`config.mk`:
```
export PLATFORM = sky130hd
export DESIGN_NAME = reg_rename_file
export DESIGN_NICKNAME = d
export VERILOG_FILES = /design/src/rtl/reg_rename_file.sv
export SDC_FILE = /design/constraint.sdc
export NUM_CORES = 2
export LEC_CHECK = 0
export BUFFER_PORTS_ARGS = -buffer_cell sky130_fd_sc_hd__buf_2
export CAP_MARGIN = 10
export CORE_MARGIN = 3
export CORE_UTILIZATION = 30
export DETAILED_ROUTE_END_ITERATION = 10
export GPL_ROUTABILITY_DRIVEN = 0
export PLACE_DENSITY = 0.55
export SLEW_MARGIN = 0
export SYNTH_ARGS = -nofsm -noshare
export SYNTH_HDL_FRONTEND = slang
export SYNTH_SLANG_ARGS = --single-unit
```
`constraint.sdc`:
```
create_clock -name clk_in -period 9.4 [get_ports clk_in]
set_input_delay 1.41 -clock clk_in [delete_from_list [all_inputs] [get_ports clk_in]]
set_output_delay 1.41 -clock clk_in [all_outputs]
set_load 0.02 [all_outputs]
```
`src/rtl/reg_rename_file.sv`:
```
// Architectural register file with rename tags: each register holds a value
// plus the ROB tag of its pending producer, with commit bypass on reads.
module reg_rename_file #(
   parameter int XLEN  = 32,
   parameter int TAG_W = 4,
   parameter int NREG  = 32,
   parameter int IDX_W = $clog2(NREG)
) (
   input  logic             clk_in,
   input  logic             rst_n_in,
   input  logic             rdy_in,
   input  logic             rn_en,
   input  logic [IDX_W-1:0] rn_rd,
   input  logic [TAG_W-1:0] rn_tag,
   input  logic             cm_en,
   input  logic [IDX_W-1:0] cm_rd,
   input  logic [TAG_W-1:0] cm_tag,
   input  logic [XLEN-1:0]  cm_data,
   input  logic             flush,
   input  logic [IDX_W-1:0] rs1,
   input  logic [IDX_W-1:0] rs2,
   output logic [XLEN-1:0]  vj,
   output logic [XLEN-1:0]  vk,
   output logic [TAG_W-1:0] qj,
   output logic [TAG_W-1:0] qk,
   output logic [IDX_W:0]   busy_cnt
);

   logic [XLEN-1:0]  value_reg [NREG];
   logic [TAG_W-1:0] tag_reg   [NREG];
   logic [XLEN-1:0]  value_next [NREG];
   logic [TAG_W-1:0] tag_next   [NREG];
   logic [IDX_W:0]   busy_reg;
   logic [IDX_W:0]   busy_next;

   logic commit_wr;
   logic commit_match;
   logic rename_wr;

   assign commit_wr    = rdy_in && cm_en && (cm_rd != '0);
   assign commit_match = (tag_reg[cm_rd] == cm_tag);
   assign rename_wr    = rdy_in && rn_en && (rn_rd != '0) && (rn_tag != '0) && !flush;

   // Next-state: commit first, then flush or rename overrides the tag.
   always_comb begin
      for (int i = 0; i < NREG; i++) begin
         value_next[i] = value_reg[i];
         tag_next[i]   = tag_reg[i];
      end
      if (commit_wr) begin
         value_next[cm_rd] = cm_data;
         if (commit_match)
            tag_next[cm_rd] = '0;
      end
      if (rdy_in && flush) begin
         for (int i = 0; i < NREG; i++)
            tag_next[i] = '0;
      end
      if (rename_wr)
         tag_next[rn_rd] = rn_tag;
   end

   always_comb begin
      busy_next = '0;
      for (int i = 1; i < NREG; i++)
         busy_next = busy_next + {{IDX_W{1'b0}}, (tag_next[i] != '0)};
   end

   always_ff @(posedge clk_in or negedge rst_n_in) begin
      if (!rst_n_in) begin
         for (int i = 0; i < NREG; i++) begin
            value_reg[i] <= '0;
            tag_reg[i]   <= '0;
         end
         busy_reg <= '0;
      end else if (rdy_in) begin
         for (int i = 1; i < NREG; i++) begin
            value_reg[i] <= value_next[i];
            tag_reg[i]   <= tag_next[i];
         end
         value_reg[0] <= '0;
         tag_reg[0]   <= '0;
         busy_reg     <= busy_next;
      end
   end

   assign busy_cnt = busy_reg;

   // Bypass only when the committing entry is the current producer of the source.
   logic bypass_ok;
   assign bypass_ok = rdy_in && cm_en && (cm_rd != '0) && (cm_tag != '0) && commit_match;

   logic [IDX_W-1:0] src_idx [2];
   logic [XLEN-1:0]  src_v   [2];
   logic [TAG_W-1:0] src_q   [2];

   assign src_idx[0] = rs1;
   assign src_idx[1] = rs2;

   genvar gi;
   generate
      for (gi = 0; gi < 2; gi++) begin : g_read
         always_comb begin
            src_q[gi] = tag_reg[src_idx[gi]];
            src_v[gi] = (tag_reg[src_idx[gi]] == '0) ? value_reg[src_idx[gi]] : '0;
            if (bypass_ok && (src_idx[gi] == cm_rd)) begin
               src_q[gi] = '0;
               src_v[gi] = cm_data;
            end
         end
      end
   endgenerate

   assign vj = src_v[0];
   assign qj = src_q[0];
   assign vk = src_v[1];
   assign qk = src_q[1];

endmodule

```
=== Yosys cells after proc, flatten, opt, wreduce, memory -nomap -nowiden ===
Cells that the tools add are included.

* Register bits after elaboration: 1,122
* Output and inout port bits: 78
* Word-level logic and storage cells: 193
* Input bits: 66

* Equal/unequal tests: 3
* Reductions and logical operators: 52
* Add/subtract/negate cells: 30
* Multiplexer cells: 33
* Bitwise logic cells: 6
* Magnitude comparators: 6

{| class="wikitable"
|+ Operator list
! operator !! count
|-
| $bwmux W1024 || 1
|-
| $mux W128 || 3
|-
| $bmux W32 S5 || 2
|-
| $mux W32 || 9
|-
| $demux W32 S5 || 1
|-
| $add A6 B1 Y6 || 25
|-
| $reduce_bool A4 Y1 || 33
|-
| $and A124 B128 Y128 || 1
|-
| $bwmux W128 || 1
|-
| $not A128 Y128 || 1
|-
| $mux W124 || 1
|-
| $bmux W4 S5 || 3
|-
| $demux W4 S5 || 2
|-
| $mux W4 || 10
|-
| $ge A6 B6 Y1 const B || 4
|-
| $not A5 Y6 || 4
|-
| $logic_and A1 B1 Y1 || 13
|-
| $lt A6 B1 Y1 const B || 2
|-
| $eq A5 B5 Y1 || 2
|-
| $reduce_bool A5 Y1 || 2
|-
| $logic_not A4 Y1 || 2
|-
| $add A5 B1 Y6 || 1
|-
| $add A4 B1 Y5 || 1
|-
| $add A3 B1 Y4 || 1
|-
| 5 further kinds || 5
|}

=== Depth between registers and ports, before layout ===
* Word-level depth: 43
* Depth in mapped cells: 27
* Depth with buffers taken out: 23

=== Least setup slack after synthesis ===
Ideal clock, no wire load.

* Path kind: input -> register
* Start point: input cm_rd[1]
* End point: register busy_reg[4] (netlist: busy_cnt[4])
* Setup time: 125 ps
* Required time: 9,275 ps
* Arrival: 8,026 ps
* Stages on the path: 25
* Setup slack: 1,249 ps
* Path buffers: 3
* Cell sequence: buf_2 buf_2 mux4_2 a222oi_1 a31o_2 nand4b_4 buf_2 nor4_2 o21ai_0 fa_1 inv_1 fa_1 inv_1 fa_1 fa_1 fa_1 fa_1 fa_1 inv_1 fa_1 inv_1 a21o_1 a21oi_1 xnor2_1 mux2_2

* Word-level cells in the longest chain between the ends: 43
* Elaborated cells between the ends (all ways): 80
* Classes of those cells: 30 x add/sub; 2 x order compare; 1 x eq/ne; 10 x mux; 3 x bitwise; 34 x reduce/logical

{| class="wikitable"
|+ Ends and longest elaborated chain
! what !! line !! text
|-
| start, declared || 16 || <nowiki>input logic [IDX_W-1:0] cm_rd,</nowiki>
|-
| $not A5 Y6 (not written as such) || 41, 53 ||
|-
| $ge A6 B6 Y1 (not written as such) / $lt A6 B1 Y1 (equally long branches) || 53 || <nowiki>tag_next[cm_rd] = '0;</nowiki>
|-
| $logic_and A1 B1 Y1 (not written as such) || 53 ||
|-
| $mux W4 (not written as such) || 53 ||
|-
| $demux W4 S5 || 53 ||
|-
| $not A128 Y128 (no source line) || n/a ||
|-
| $and A124 B128 Y128 (no source line) || n/a ||
|-
| $mux W128 || 52 || <nowiki>if (commit_match)</nowiki>
|-
| [4 not listed] || n/a ||
|-
| $reduce_bool A4 Y1 || 66 || <nowiki>busy_next = busy_next + {{IDX_W{1'b0}}, (tag_next[i] != '0)};</nowiki>
|-
| $add A1 B1 Y2 || 66 ||
|-
| $add A2 B1 Y3 || 66 ||
|-
| $add A3 B1 Y4 || 66 ||
|-
| $add A4 B1 Y5 || 66 ||
|-
| $add A5 B1 Y6 || 66 ||
|-
| $add A6 B1 Y6 (24 in series) || 66 ||
|-
| $add A6 B1 Y6 (*) || 66 ||
|-
| end signal, assigned || 83 || <nowiki>busy_reg <= busy_next;</nowiki>
|-
| end, declared || 33 || <nowiki>logic [IDX_W:0] busy_reg;</nowiki>
|}

Every way passes the cells marked *; elsewhere a longest branch is shown, timed or not. The select of a mux whose other input is x is not followed.
A chain may end at the register's enable or synchronous reset.

=== Worst setup path after layout ===
* Start point: input cm_rd[4]
* End point: register busy_reg[4] (netlist: busy_cnt[4])

The elaborated chain is that of the path after synthesis.

==> results.json <==
{
  "final_cells": 7159,
  "avgRoutedWirePerCell_um": 30.0,
  "synth-seq-cells": 1122,
  "crit_path_frequent_cell": "fa_1",
  "irDropWorstVdd_mv": 0.149,
  "r2r_cells": 22,
  "drv_slew": 0,
  "synth_top_area_cell": "dfrtp_1",
  "hp-start": "value_reg[840]$_DFFE_PN0P_",
  "synth_commonest_cells": "dfrtp_1, mux2_2, mux4_2, clkbuf_1, nand2_1",
  "postSynthAreaPerCell_um2": 14.8,
  "cts_htree_levels": 4,
  "synth_xor_area_frac": 0.00230,
  "synthMuxAreaShare": 0.439,
  "drv_cap": 0,
  "fillerInstances": 20000,
  "max_freq_ghz": 0.117,
  "grt_util_all_layers": 0.195,
  "synth-simple-area-share": 0.0392,
  "synth_top_family_by_area": "multiplexers",
  "finalSetupViolCount": 0,
  "portBuffers": 143,
  "synth_fa_ha_area_frac": 0.00860,
  "worstReg2RegEnd": "busy_cnt[4]$_DFFE_PN0P_",
  "skew_ns": 0.0295,
  "max_stage_delay_ns": 0.67,
  "die_h_um": 467,
  "cts_root_buffer": "clkbuf_16",
  "yosys_warnings": 0,
  "slew_headroom": 0.260,
  "crit_chain": "buf_2, or3b_1, o32ai_1, a21oi_1, o211ai_1, xor2_4, buf_4, nor4_2, o31a_1, fa_1, inv_1, fa_1, fa_1, fa_1, fa_1, fa_1, fa_1, inv_1, fa_1, inv_1, a21o_1, a21oi_1, xnor2_1, mux2_2",
  "drc": 0,
  "insertion_delay_ns": 0.78,
  "grt.overflow.total": 0,
  "synth_edf_count": 0,
  "post-route-min-period_ns": 8.53,
  "core_area_um2": 210000,
  "worst_slew_pin_slew_ns": 1.11,
  "cp_max_fo": 17,
  "grt_max_degree": 165,
  "yosys.area.top_type_share": 0.441,
  "setup_ws_ns": 0.869,
  "synth_nets": 4396,
  "outcome": "complete, no violations",
  "dpl_worst_slack_ns": 0.178,
  "dieArea_um2": 218000,
  "r2r_slack_ns": 1.63,
  "cts_tree": "yes",
  "clock_sinks": 1122,
  "cp.required_ns": 10.06,
  "grt_pass1_wl_mm": 313,
  "via_count": 41500,
  "r2r_start": "tag_reg[66]$_DFFE_PN0P_",
  "synth_async_sr_flop_share": 1.00,
  "end_kind": "register",
  "start_kind": "input port",
  "p_leak_nw": 30.5,
  "nets": 4338,
  "cts_buffer_depth": 3,
  "antenna_left": 0,
  "yosysMostFrequentCell": "dfrtp_1",
  "initial_core_util": 0.303,
  "synth_area_leaders": "dfrtp_1, mux4_2, mux2_2",
  "die_w_um": 467,
  "area_growth_pct": 12.9,
  "finalPower_mw": 13.4,
  "row_count": 168,
  "cts_repair_resize_count": 0,
  "hold_path_depth": 1,
  "viasPerCell": 5.79,
  "grt_pass1_vias": 42600,
  "pwr_density_cell_nw_per_um2": 186,
  "hold_path_end": "value_reg[840]$_DFFE_PN0P_",
  "largest_reg_flops": 992,
  "ioPinCount": 144,
  "yosysSeqAreaShare": 0.441,
  "antenna_found_initial": 28,
  "clkTransAtPathRegs_ns": 0.06,
  "placedCellCount": 6911,
  "synth-compound-area-share": 0.0400,
  "synth_cell_type_count": 61,
  "holdWs_ns": 0.520,
  "finalCritPeriodShare": 0.908,
  "drive_gt1_frac": 0.524,
  "crit_slowest_cell": "or3b_1",
  "arrival_ns": 9.20,
  "firstDrtPassIters": 8,
  "synth_flop_cell": "dfrtp_1",
  "tns_ns": 0,
  "cts_setup_buffers": 0,
  "cts_buffers": 134,
  "hold_buffers": 0,
  "crit_type": "in -> reg",
  "drtIter0Drc": 3904,
  "rsz0062_at_grt": "no",
  "hold_viol": 0,
  "syn_area_um2": 63700,
  "dp_hpwl_mm": 120,
  "hp-class": "reg -> reg",
  "finalWirelength_mm": 215,
  "netlist_instances": 4300
}
## layer usage
layer,GRT usage,vias up,routed length [um],part of all wire
li1,-,16700,-,-
met1,0.265,22600,90800,0.42
met2,0.309,1707,101000,0.47
met3,0.0414,480,15200,0.071
met4,0.0696,12,8020,0.037
met5,0,-,72,0.00033
## worst max-delay path by stage
stage,startpoint,end,slack [ns]
after floorplan,cm_rd[1],busy_cnt[4]$_DFFE_PN0P_,1.25
after global placement,cm_rd[4],busy_cnt[4]$_DFFE_PN0P_,0.28
after detailed placement,cm_rd[4],busy_cnt[4]$_DFFE_PN0P_,0.18
after CTS,cm_rd[4],busy_cnt[4]$_DFFE_PN0P_,1.02
after global routing,cm_rd[2],busy_cnt[4]$_DFFE_PN0P_,0.65
final,cm_rd[4],busy_cnt[4]$_DFFE_PN0P_,0.87
## through the flow
stage	util	area, um2
after floorplan	-	63700
after global placement	0.321	67500
after detailed placement	0.321	67500
after CTS	0.342	71900
after global routing	0.342	72000
final	0.342	72000
## critical path: cells and delay by family
family | cells | cell delay [ns]
buffers and inverters | 5 | 0.94
XOR/XNOR | 2 | 0.58
AO/OA/AOI/OAI | 6 | 1.55
multiplexers | 1 | 0.25
adder cells (fa/ha/maj) | 8 | 3.65
AND/OR/NAND/NOR | 2 | 0.79
## power breakdown
group	internal (mW)	switching, mW	leakage [nW]
sequential	5.40	0.403	15.0
combinational	1.27	1.04	13.3
clock	3.13	2.15	2.21
total	9.81	3.59	30.5
## layout by cell type, fill, tap and decap left out, types with 8 or more instances in the layout
cell	n
clkbuf_16	142
buf_4	95
nor3_1	12
o2bb2ai_1	55
nor2_1	52
clkbuf_8	33
nor4_1	17
o41ai_1	19
o22ai_1	11
o31a_1	10
mux2_2	1069
nor2_4	24
mux2i_1	106
nand3_1	120
dfrtp_1	1122
o31ai_1	8
a22o_1	73
mux4_2	661
clkinv_2	21
buf_2	132
fa_1	23
nand2_1	166
clkbuf_1	29
o2bb2ai_2	10
diode_2	9
buf_12	13
o21ai_0	136
inv_1	34
nor4b_2	22
## cell families after synthesis
| family | count (synthesis) |
|---|---|
| AO/OA/AOI/OAI | 347 |
| buffers and inverters | 477 |
| AND/OR/NAND/NOR | 473 |
| XOR/XNOR | 15 |
| adder cells (fa/ha/maj) | 30 |
| multiplexers | 1836 |
| flip-flops | 1122 |
## area by class of cell
cell class	instances	area, um2	area share
antenna	9	22.5	0.000313
clock buffer	204	4120	0.0572
clock inverter	35	344	0.00478
inverter	34	128	0.00177
multi-input combinational	2701	34000	0.473
sequential	1122	28100	0.390
tap	2805	3510	0.0488
timing repair buffer	249	1760	0.0245
Power figures use the tool's default switching activity.
